==> src/rtl/vip_pkg.sv <==
// Definitions shared by the VIP pixel-pipeline stages: the frame-tracking FSM
// state encoding and the default active-image geometry.
package vip_pkg;

  typedef enum logic [1:0] {
    IDLE   = 2'd0,
    ACTIVE = 2'd1,
    LATCH  = 2'd2
  } vip_state_t;

  localparam int VIP_IMG_HDISP = 640;
  localparam int VIP_IMG_VDISP = 480;

endpackage

==> src/rtl/vip_frame_pos_counter.sv <==
// Sync edge detection and saturating column/row position counters for a
// vsync/href/clken pixel stream.
module vip_frame_pos_counter #(
  parameter int XW = 10,
  parameter int YW = 10
) (
  input  logic          clk,
  input  logic          rst,
  input  logic          vsync,
  input  logic          href,
  input  logic          clken,
  output logic          vs_rise,
  output logic          vs_fall,
  output logic          href_fall,
  output logic [XW-1:0] col,
  output logic [YW-1:0] row
);

  logic vsync_r;
  logic href_r;

  // Edge registers follow the inputs even through reset, so deasserting reset
  // in the middle of a frame cannot look like a frame start.
  always_ff @(posedge clk) begin
    vsync_r <= vsync;
    href_r  <= href;
  end

  assign vs_rise   = vsync & ~vsync_r;
  assign vs_fall   = ~vsync & vsync_r;
  assign href_fall = ~href & href_r;

  always_ff @(posedge clk) begin
    if (rst) begin
      col <= '0;
      row <= '0;
    end else begin
      if (vs_rise || href_fall)
        col <= '0;
      else if (clken && href && (col != '1))
        col <= col + 1'b1;

      if (vs_rise)
        row <= '0;
      else if (href_fall && (row != '1))
        row <= row + 1'b1;
    end
  end

endmodule

==> src/rtl/vip_bit_bbox_detector.sv <==
// Per-frame bounding box and foreground count of a binary pixel stream, with
// the previously published box drawn as a border on the re-emitted stream.
module vip_bit_bbox_detector
  import vip_pkg::*;
#(
  parameter int IMG_HDISP  = VIP_IMG_HDISP,
  parameter int IMG_VDISP  = VIP_IMG_VDISP,
  parameter int XW         = 10,
  parameter int YW         = 10,
  parameter int CNTW       = 20,
  parameter int MIN_PIXELS = 64
) (
  input  logic            clk,
  input  logic            rst,
  input  logic            per_frame_vsync,
  input  logic            per_frame_href,
  input  logic            per_frame_clken,
  input  logic            per_img_Bit,
  input  logic            overlay_en,
  output logic            post_frame_vsync,
  output logic            post_frame_href,
  output logic            post_frame_clken,
  output logic            post_img_Bit,
  output logic            box_valid,
  output logic [XW-1:0]   box_xmin,
  output logic [XW-1:0]   box_xmax,
  output logic [YW-1:0]   box_ymin,
  output logic [YW-1:0]   box_ymax,
  output logic [CNTW-1:0] box_count,
  output logic            box_update
);

  localparam logic [XW:0]     H_LIM   = (XW+1)'(IMG_HDISP);
  localparam logic [YW:0]     V_LIM   = (YW+1)'(IMG_VDISP);
  localparam logic [CNTW-1:0] MIN_LIM = CNTW'(MIN_PIXELS);

  logic            vs_rise, vs_fall, href_fall;
  logic [XW-1:0]   col;
  logic [YW-1:0]   row;

  vip_state_t      state_reg, state_next;
  logic            frame_start, latch_load;
  logic [CNTW-1:0] count_reg;
  logic [XW-1:0]   xmin_reg, xmax_reg;
  logic [YW-1:0]   ymin_reg, ymax_reg;
  logic            in_range, pix_hit;
  logic            col_edge, row_edge, border;
  logic            bit_d, border_d;

  vip_frame_pos_counter #(.XW(XW), .YW(YW)) u_pos (
    .clk       (clk),
    .rst       (rst),
    .vsync     (per_frame_vsync),
    .href      (per_frame_href),
    .clken     (per_frame_clken),
    .vs_rise   (vs_rise),
    .vs_fall   (vs_fall),
    .href_fall (href_fall),
    .col       (col),
    .row       (row)
  );

  always_ff @(posedge clk) begin
    if (rst) state_reg <= IDLE;
    else     state_reg <= state_next;
  end

  always_comb begin
    state_next  = state_reg;
    frame_start = 1'b0;
    latch_load  = 1'b0;
    case (state_reg)
      IDLE:    if (vs_rise) begin
                 state_next  = ACTIVE;
                 frame_start = 1'b1;
               end
      ACTIVE:  if (vs_fall) state_next = LATCH;
      LATCH:   begin
                 latch_load = 1'b1;
                 state_next = IDLE;
               end
      default: state_next = IDLE;
    endcase
  end

  // Requiring vsync high drops a pixel that coincides with the end of frame.
  assign in_range = ({1'b0, col} < H_LIM) && ({1'b0, row} < V_LIM);
  assign pix_hit  = (state_reg == ACTIVE) && per_frame_vsync && per_frame_href &&
                    per_frame_clken && per_img_Bit && in_range;

  always_ff @(posedge clk) begin
    if (rst || frame_start) begin
      count_reg <= '0;
      xmin_reg  <= '1;
      xmax_reg  <= '0;
      ymin_reg  <= '1;
      ymax_reg  <= '0;
    end else if (pix_hit) begin
      if (count_reg != '1) count_reg <= count_reg + 1'b1;
      if (col < xmin_reg)  xmin_reg  <= col;
      if (col > xmax_reg)  xmax_reg  <= col;
      if (row < ymin_reg)  ymin_reg  <= row;
      if (row > ymax_reg)  ymax_reg  <= row;
    end
  end

  always_ff @(posedge clk) begin
    if (rst) begin
      box_valid  <= 1'b0;
      box_xmin   <= '0;
      box_xmax   <= '0;
      box_ymin   <= '0;
      box_ymax   <= '0;
      box_count  <= '0;
      box_update <= 1'b0;
    end else begin
      box_update <= latch_load;
      if (latch_load) begin
        box_count <= count_reg;
        if (count_reg >= MIN_LIM) begin
          box_valid <= 1'b1;
          box_xmin  <= xmin_reg;
          box_xmax  <= xmax_reg;
          box_ymin  <= ymin_reg;
          box_ymax  <= ymax_reg;
        end else begin
          box_valid <= 1'b0;
          box_xmin  <= '0;
          box_xmax  <= '0;
          box_ymin  <= '0;
          box_ymax  <= '0;
        end
      end
    end
  end

  // Border is drawn from the published box, which is frozen while a frame streams.
  assign col_edge = ((col == box_xmin) || (col == box_xmax)) &&
                    (row >= box_ymin) && (row <= box_ymax);
  assign row_edge = ((row == box_ymin) || (row == box_ymax)) &&
                    (col >= box_xmin) && (col <= box_xmax);
  assign border   = overlay_en & box_valid & (col_edge | row_edge);

  always_ff @(posedge clk) begin
    if (rst) begin
      post_frame_vsync <= 1'b0;
      post_frame_href  <= 1'b0;
      post_frame_clken <= 1'b0;
      bit_d            <= 1'b0;
      border_d         <= 1'b0;
    end else begin
      post_frame_vsync <= per_frame_vsync;
      post_frame_href  <= per_frame_href;
      post_frame_clken <= per_frame_clken;
      bit_d            <= per_img_Bit;
      border_d         <= border;
    end
  end

  assign post_img_Bit = post_frame_href & (bit_d | border_d);

endmodule

==> config.mk <==
export PLATFORM = sky130hd
export DESIGN_NAME = vip_bit_bbox_detector
export DESIGN_NICKNAME = d
export VERILOG_FILES = /design/src/rtl/vip_pkg.sv /design/src/rtl/vip_frame_pos_counter.sv /design/src/rtl/vip_bit_bbox_detector.sv
export SDC_FILE = /design/constraint.sdc
export NUM_CORES = 1
export LEC_CHECK = 0
export ABC_AREA = 1
export BUFFER_PORTS_ARGS = -buffer_cell sky130_fd_sc_hd__buf_4
export CORE_ASPECT_RATIO = 0.6
export CORE_MARGIN = 2
export CORE_UTILIZATION = 65
export DETAILED_ROUTE_END_ITERATION = 16
export HOLD_SLACK_MARGIN = 0.05
export MAX_ROUTING_LAYER = met4
export PLACE_DENSITY = 0.86
export SETUP_SLACK_MARGIN = 0.02
export SYNTH_ARGS = -nofsm -noshare
export SYNTH_HDL_FRONTEND = slang
export SYNTH_HIERARCHICAL = 1
export SYNTH_SLANG_ARGS = --single-unit
==> constraint.sdc <==
create_clock -name clk -period 5 [get_ports clk]
set_input_delay 1.5 -clock clk [delete_from_list [all_inputs] [get_ports clk]]
set_output_delay 1.5 -clock clk [all_outputs]
set_load 0.03 [all_outputs]
; ---- After elaboration in Yosys (flattened, before gate mapping)
; Cells that the tools add are included.
[classes]
n_addsub = 3
n_lt_le_gt_ge = 11
n_eq_ne = 11
n_mux = 11
bitwise = 11
n_reduce_logical = 26
[ops]
columns = cell, n
row1 = equality test 10 bit, 4
row2 = two-way mux 10 bit, 4
row3 = "adder 10 x 1 -> 10 bit, second input constant", 2
row4 = "adder 20 x 1 -> 20 bit, second input constant", 1
row5 = greater-or-equal comparator 10 bit, 2
row6 = "greater-or-equal comparator 20 x 7 -> 1 bit, second input constant", 1
row7 = greater-than comparator 10 bit, 2
row8 = less-or-equal comparator 10 bit, 2
row9 = less-than comparator 10 bit, 2
row10 = "inequality test 10 bit, second input constant", 2
row11 = "inequality test 20 bit, second input constant", 1
row12 = logical AND 1 bit, 13
row13 = AND reduction 2 bit, 6
row14 = "less-than comparator 10 bit, second input constant", 1
row15 = "less-than comparator 10 x 9 -> 1 bit, second input constant", 1
row16 = bitwise AND 1 bit, 6
row17 = logical OR 1 bit, 4
row18 = two-way mux 1 bit, 4
row19 = two-way mux 2 bit, 2
row20 = "inequality test 2 x 1 -> 1 bit, second input constant", 2
row21 = case mux 2 bit (2 select lines), 1
row22 = OR reduction 2 bit, 2
row23 = inverter 1 bit, 3
row24 = "equality test 2 x 1 -> 1 bit, second input constant", 1
row25 = other kinds (3), 4
[totals]
reg_bits = 151
in_bits = 7
output_inout_bits = 66
word_cells = 95

; ---- Longest topological paths before layout
; Gate-level depths: netlist (run 1).
[logic_depth]
word_depth = 7
depth_mapped = 11
ltp_nobuf = 11

; ---- By module
; The synthesis (run 1) kept the hierarchy.
[modules_own_cells]
columns = mod, instances, cells_each, area_each_um2, seq_area_each_um2
row1 = vip_bit_bbox_detector, 1, 988, 7263.2, 2582.5
row2 = vip_frame_pos_counter, 1, 174, 1183.6, 440.4

; ---- Worst setup path before layout (run 1)
; No wires, ideal clock.
[synth_path]
path_kind = input -> register
startpoint = input port rst
endpoint = register count_reg[14]
setup_ps = 146
arrival_ps = 2402
t_required_ps = 4854
path_slack_ps = 2452
cell_stages = 5
path_buffers = 2
path_cell_list = buf_2 inv_2 nand2_2 buf_1 a21oi_1
[synth_via]
elab_chain_cells = 1
[synth_lines]
columns = item, line_no
row1 = from (decl), vip_bit_bbox_detector.sv:14  ; input logic rst,
row2 = logical OR 1 bit, vip_bit_bbox_detector.sv:92  ; if (rst || frame_start) begin
row3 = to (signal assigned), vip_bit_bbox_detector.sv:99  ; if (count_reg != '1) count_reg <= count_reg + 1'b1;
row4 = to (decl), vip_bit_bbox_detector.sv:43  ; logic [CNTW-1:0] count_reg;
; No other way between the ends.
; A chain may end at the register's enable or synchronous reset.

; ---- Worst setup path after layout (run 1)
[layout_path]
startpoint = input port per_img_Bit
endpoint = register xmax_reg[0]
[layout_via]
elab_chain_cells = 3
[layout_lines]
columns = item, line_no
row1 = from (decl), vip_bit_bbox_detector.sv:18  ; input logic per_img_Bit,
row2 = logical AND 1 bit (2 in a row), vip_bit_bbox_detector.sv:89  ; per_frame_clken && per_img_Bit && in_range;
row3 = AND reduction 2 bit (no line), n/a
row4 = to (signal assigned), vip_bit_bbox_detector.sv:101  ; if (col > xmax_reg) xmax_reg <= col;
row5 = to (decl), vip_bit_bbox_detector.sv:44  ; logic [XW-1:0] xmin_reg, xmax_reg;
; No other way between the ends.

==> results of run 1 <==
worst paths after layout:
path | to | depth (start not counted)
max | xmax_reg[0] | 8
max reg2reg | xmin_reg[7] | 7
min reg2reg | ymin_reg[9] | 2
min | ymin_reg[9] | 2
final cells by class:
cell class | count | area share (%)
multi-input combinational | 825 | 48.5
sequential | 151 | 31.4
timing repair buffer | 79 | 6.17
inverter | 151 | 5.92
clock buffer | 20 | 4.75
tap | 170 | 2.21
clock inverter | 11 | 1.04
worst max-delay path, cell delays in order:
cell     delay, ns
buf_4         0.09
inv_1         0.07
nor2_1        0.24
nand4_4       0.21
nor2_1        0.93
nand3_1       0.17
nand2_1       0.13
nor2_1        0.05
Yosys cell counts (all sizes together):
library cell | count | share of area, %
nand2 | 240 | 11
dfxtp | 151 | 36
inv | 150 | 6.7
nand3 | 140 | 8.6
nor2 | 122 | 6.2
a21oi | 100 | 6.5
ha | 82 | 12
o21ai | 73 | 4.4
buf | 18 | 1.5
nand3b | 18 | 1.7
clkbuf | 17 | 0.77
nand4 | 14 | 1.2
nor3 | 11 | 0.98
xor2 | 10 | 1.0
o21a | 4 | 0.36
o21bai | 3 | 0.27
a21o | 2 | 0.18
and2 | 2 | 0.15
clkinv | 1 | 0.044
nor3b | 1 | 0.089
nor4 | 1 | 0.074
or2 | 1 | 0.074
xnor2 | 1 | 0.10
through the flow:
| step | worst slack (ns) | power (mW) |
|---|---|---|
| 5_1_grt | 1.74 | 2.61 |
| 3_5_place_dp | 1.58 | 1.34 |
| 6_report | 1.90 | 2.55 |
| 3_3_place_gp | 1.69 | 1.34 |
| 4_1_cts | 1.94 | 2.54 |
| 2_1_floorplan | 2.45 | 1.31 |
kinds of logic after synthesis:
group / after synthesis / share of synthesized area [%]
buffers and inverters: 186 / 8.99
AND/OR/NAND/NOR: 550 / 30.3
flip-flops: 151 / 35.8
adder cells (fa/ha/maj): 82 / 12.1
XOR/XNOR: 11 / 1.14
AO/OA/AOI/OAI: 182 / 11.6
power by group:
part	leakage, nW	switching, mW	internal [mW]
Sequential	1.22	0.00686	1.21
Combinational	2.87	0.0738	0.0269
Clock	0.272	0.522	0.709
per-layer routing:
metal  up-vias  GRT usage [%]  wire length, um
met4         0           9.03              314
met2       387           49.1             9660
met5         -              -                0
met1      3664           48.6            10200
met3        37           5.37             2230
li1       3926              -                -
==> impl_metrics.csv, run 1 <==
group,metric,value,unit
status,status,"finished, final reports clean",
timing,layout_min_cycle_time,3.10,ns
clock_tree,ctsRootBufferMaster,"clkbuf_16",
detailed_routing,drtIter0Drc,937,
placement,io_buffers,72,
yosys,netlist_area,0.00845,mm2
worst_setup_path,crit_path_end_kind,"flip-flop",
timing,relSlewSlack,21.8,%
yosys,syn-num-nets,1251,
timing,maxSlewViolCount,0,
clock_tree,cts_resized,0,
placement,dp_hpwl,15000,um
clock_tree,clkTransAtPathRegs,0.06,ns
power_and_ir_drop,power.leakage,4.36,nW
timing,tightestPinTransition,1.17,ns
timing,fmax,323,MHz
detailed_routing,wirelength,22400,um
placement,numPlacedInstances,1376,
timing,setup_viol,0,
detailed_routing,avgViaCountPerCell,5.70,
yosys,ys_ff_latch,151,
final_layout,stdcell_count,1407,
final_layout,final_nets,1314,
floorplan,die_area,0.0140,mm2
global_routing,grt_pass1_wl,35900,um
floorplan,start_util,66.1,%
final_layout,layout_common_cells,"222 x nand2_1, 151 x dfxtp_1, 145 x inv_1",
global_routing,gr-usage-all-layers,33.7,%
yosys,yosys_warnings,6,
placement,placed_area,0.00906,mm2
final_layout,area_delta_synth_final,13.9,%
detailed_routing,wl_per_cell,15.9,um
final_layout,nFillCells,986,
worst_setup_path,crit_type,"input port to flip-flop",
detailed_routing,via_count,8014,
run,cap_violations,0,
min_path,min-delay-start,"ymin_reg[9]",
placement,gp_congestion,0.929,
clock_tree,cts.sinks,151,
worst_setup_path,startpoint,"per_img_Bit",
clock_tree,clock_latency,0.42,ns
clock_tree,h-tree-depth,4,
min_path,hold_class,"flip-flop to flip-flop",
worst_setup_path,required,5.30,ns
clock_tree,post_cts_buffers,0,
yosys,synth_cell_type_count,42,
timing,fin_skew,0.0125,ns
yosys,yosysSeqAreaShare,35.8,%
clock_tree,cts_tree,"yes",
power_and_ir_drop,powerDensity,265,mW/mm2
timing,rsz0062_at_grt,"no",
global_routing,grt_max_degree,63,
final_layout,regArea,0.00302,mm2
timing,finalHoldViolations,0,
worst_setup_path,start_kind,"input port",
global_routing,grt-ovfl-total,0,
detailed_routing,dr.pass1.iters,6,
floorplan,fp-row-count,32,
final_layout,final_common_cell,"nand2_1",
clock_tree,cts_made_buffers,17,
final_layout,multi_input_area,0.00466,mm2
detailed_routing,drc,0,
yosys,avgSynthCellArea,7.27,um2
clock_tree,cts_hold_buf,0,
worst_setup_path,rrSetupSlack,2.07,ns
global_routing,grt_pass1_vias,7178,
timing,setup_tns,0,ns
timing,fin_crit_sh,62.0,%
worst_setup_path,cp.arrival,3.40,ns
final_layout,n_antenna_cell,0,
worst_setup_path,r2r-start,"u_pos/col[4]",
floorplan,die_h,92.3,um
worst_setup_path,cp_max_fo,20,
yosys,synthCells,1162,
floorplan,io_pins,73,
clock_tree,clk_path_buf_depth,2,
floorplan,core,0.0128,mm2
detailed_routing,ant_nets,0,
timing,hold_ws,0.445,ns
global_routing,antenna_found_initial,0,
final_layout,final_layout_size_suffix_gt1_share,13.3,%
floorplan,die_x,151,um
final_layout,final_area,0.00962,mm2
final_layout,fin_util,75.3,%
power_and_ir_drop,vdd_ir_drop_max,0.000232,V
Power figures use the tool's default switching activity.
==> run 2: changes to the inputs <==
- ABC_AREA: 1 -> 0
- CORE_UTILIZATION: 65 -> 60
- PLACE_DENSITY: 0.86 -> 0.81
- clock period: 5 -> 3 ns (I/O delays scaled with it)
==> run 2 against run 1 <==
Final area shrank 4.9%. Clock power grew 100%. Critical path type is now flip-flop to flip-flop. Clock skew shrank 0.0027 ns. Sequential power grew 66%. Critical path depth is the same. Area after synthesis shrank 8.7%. Non-clock buffer count grew 13. Power grew 81%. Clock-buffer cell count grew 2.
==> impl_metrics.csv, run 2 <==
group,metric,value,unit
clock_tree,clk_path_buf_depth,2,
worst_setup_path,cp_common_cell,"a21o_1",
worst_setup_path,crit_type,"flip-flop to flip-flop",
global_routing,antenna_found_initial,0,
worst_setup_path,reg2reg_depth,8,
timing,rsz0062_at_grt,"no",
yosys,synth.most_common_cell,"dfxtp_1",
final_layout,n_antenna_cell,0,
detailed_routing,wl_per_cell,17.3,um
detailed_routing,drc,0,
yosys,yosysSeqAreaShare,39.2,%
floorplan,die_area,0.0138,mm2
final_layout,final_nets,1044,
timing,setup_tns,0,ns
clock_tree,clock_latency,0.42,ns
timing,hold_ws,0.458,ns
yosys,netlist_area,0.00771,mm2
status,status,"finished, final reports clean",
timing,fin_skew,0.00988,ns
min_path,min-delay-start,"box_count[15]",
detailed_routing,via_count,6777,
yosys,synth_cell_type_count,61,
yosys,synth_edf_count,0,
clock_tree,ctsRootBufferMaster,"clkbuf_16",
worst_setup_path,startpoint,"u_pos/row[4]",
yosys,avgSynthCellArea,8.80,um2
power_and_ir_drop,powerDensity,505,mW/mm2
yosys,synth_top_area_share,39.2,%
run,cap_violations,0,
timing,layout_min_cycle_time,2.49,ns
clock_tree,clkTransAtPathRegs,0.06,ns
yosys,synthArstFlopShare,0,%
global_routing,gr-usage-all-layers,30.2,%
clock_tree,cts_resized,0,
yosys,yosys.area.top_type,"dfxtp_1",
yosys,ys_ff_latch,151,
final_layout,fin_util,72.1,%
yosys,synthTopCellsByCount,"151 x dfxtp_1, 118 x nand2_1, 92 x inv_1",
min_path,hold_class,"flip-flop to flip-flop",
yosys,syn-num-nets,965,
yosys,synthCells,876,
detailed_routing,avgViaCountPerCell,5.96,
detailed_routing,dr.pass1.iters,5,
floorplan,io_pins,73,
global_routing,grt-ovfl-total,0,
timing,relSlewSlack,62.1,%
worst_setup_path,cp_max_fo,13,
worst_setup_path,crit_path_end_kind,"flip-flop",
final_layout,area_delta_synth_final,18.7,%
floorplan,fp-row-count,32,
final_layout,final_common_cell,"dfxtp_1",
clock_tree,cts_tree,"yes",
worst_setup_path,max_stage_delay,0.63,ns
yosys,yosys_warnings,6,
global_routing,grt_max_degree,42,
yosys,synthTopCellsByArea,"dfxtp_1 39%, ha_1 13%, nand2_1 5.7%, a22o_1 4.5%, inv_1 4.5%",
power_and_ir_drop,finalPower,4.63,mW
clock_tree,cts_hold_buf,0,
floorplan,die_h,91.8,um
worst_setup_path,r2r-start,"u_pos/row[4]",
timing,maxSlewViolCount,0,
detailed_routing,wirelength,19600,um
clock_tree,h-tree-depth,4,
worst_setup_path,start_kind,"flip-flop",
worst_setup_path,critical_path.slowest_cell,"dfxtp_1",
floorplan,core,0.0127,mm2
placement,io_buffers,72,
timing,fmax,401,MHz
final_layout,final_layout_size_suffix_gt1_share,15.2,%
placement,dp_hpwl,13600,um
floorplan,start_util,60.7,%
floorplan,die_x,150,um
placement,gp_congestion,0.995,
power_and_ir_drop,vdd_ir_drop_max,0.000396,V
global_routing,grt_pass1_wl,31900,um
clock_tree,cts.sinks,151,
yosys,yosys_most_used_dff,"dfxtp_1",
min_path,hold_depth,2,
clock_tree,cts_made_buffers,17,
worst_setup_path,required,3.33,ns
global_routing,grt_pass1_vias,6340,
worst_setup_path,cp.arrival,2.82,ns
clock_tree,post_cts_buffers,0,
timing,tightestPinTransition,0.569,ns
worst_setup_path,cp_cell_sequence,"ha_1, a21o_1, a21o_1, a211oi_1, o21a_1, buf_4, nand2_1, o211ai_1",
detailed_routing,ant_nets,0,
timing,finalHoldViolations,0,
power_and_ir_drop,power.leakage,4.06,nW
final_layout,layout_common_cells,"151 x dfxtp_1, 118 x nand2_1, 92 x inv_1",
timing,setup_viol,0,
detailed_routing,drtIter0Drc,610,
timing,fin_crit_sh,83.1,%
run 2: cells by family after synthesis:
kind of cell             Yosys count  share of synthesized area, %
buffers and inverters            125                          6.70
AO/OA/AOI/OAI                    198                          17.6
adder cells (fa/ha/maj)           82                          13.3
XOR/XNOR                          15                          1.70
multiplexers                      13                          1.69
AND/OR/NAND/NOR                  292                          19.8
flip-flops                       151                          39.2
run 2: power breakdown:
part | switching (mW) | total, mW | internal (mW)
Sequential | 0.00952 | 2.02 | 2.01
Combinational | 0.0943 | 0.136 | 0.0415
Clock | 0.851 | 2.47 | 1.61
Total | 0.955 | 4.63 | 3.67
run 2: path summary, 6_finish.rpt:
path	endpoint	slack, ns
worst min-delay path	box_count[15]	0.46
worst max register to register	ymin_reg[2]	0.51
worst max-delay path	ymin_reg[2]	0.51
worst min register to register	box_count[15]	0.46
run 2: metrics by stage:
step	std cells	cell area, um2	setup WS, ns
after floorplan	876	7710	0.799
after global placement	1106	8470	0.304
after detailed placement	1106	8470	0.263
after CTS	1138	9150	0.527
after global routing	1138	9150	0.361
final	1138	9150	0.508
run 2: routing by layer:
layer | track usage (%) | share of wire, % | wire length, um | vias up
li1 | - | - | - | 3265
met2 | 43.3 | 43 | 8440 | 282
met4 | 8.96 | 1.5 | 304 | 0
met1 | 42.8 | 47 | 9310 | 3207
met3 | 6.17 | 8.1 | 1590 | 23
met5 | - | 0 | 0 | -
run 2: final cells by class:
type	count	area [um2]
multi-input combinational	600	4180
fill	972	3540
sequential	151	3020
timing repair buffer	92	703
clock buffer	22	464
inverter	93	349
clock inverter	10	215
tap	170	213
run 2: critical path, delay by kind of cell, from the launching register on:
kind | cells | cell delay [ns]
AO/OA/AOI/OAI | 5 | 1.09
buffers and inverters | 1 | 0.24
flip-flops | 1 | 0.63
AND/OR/NAND/NOR | 1 | 0.08
adder cells (fa/ha/maj) | 1 | 0.35
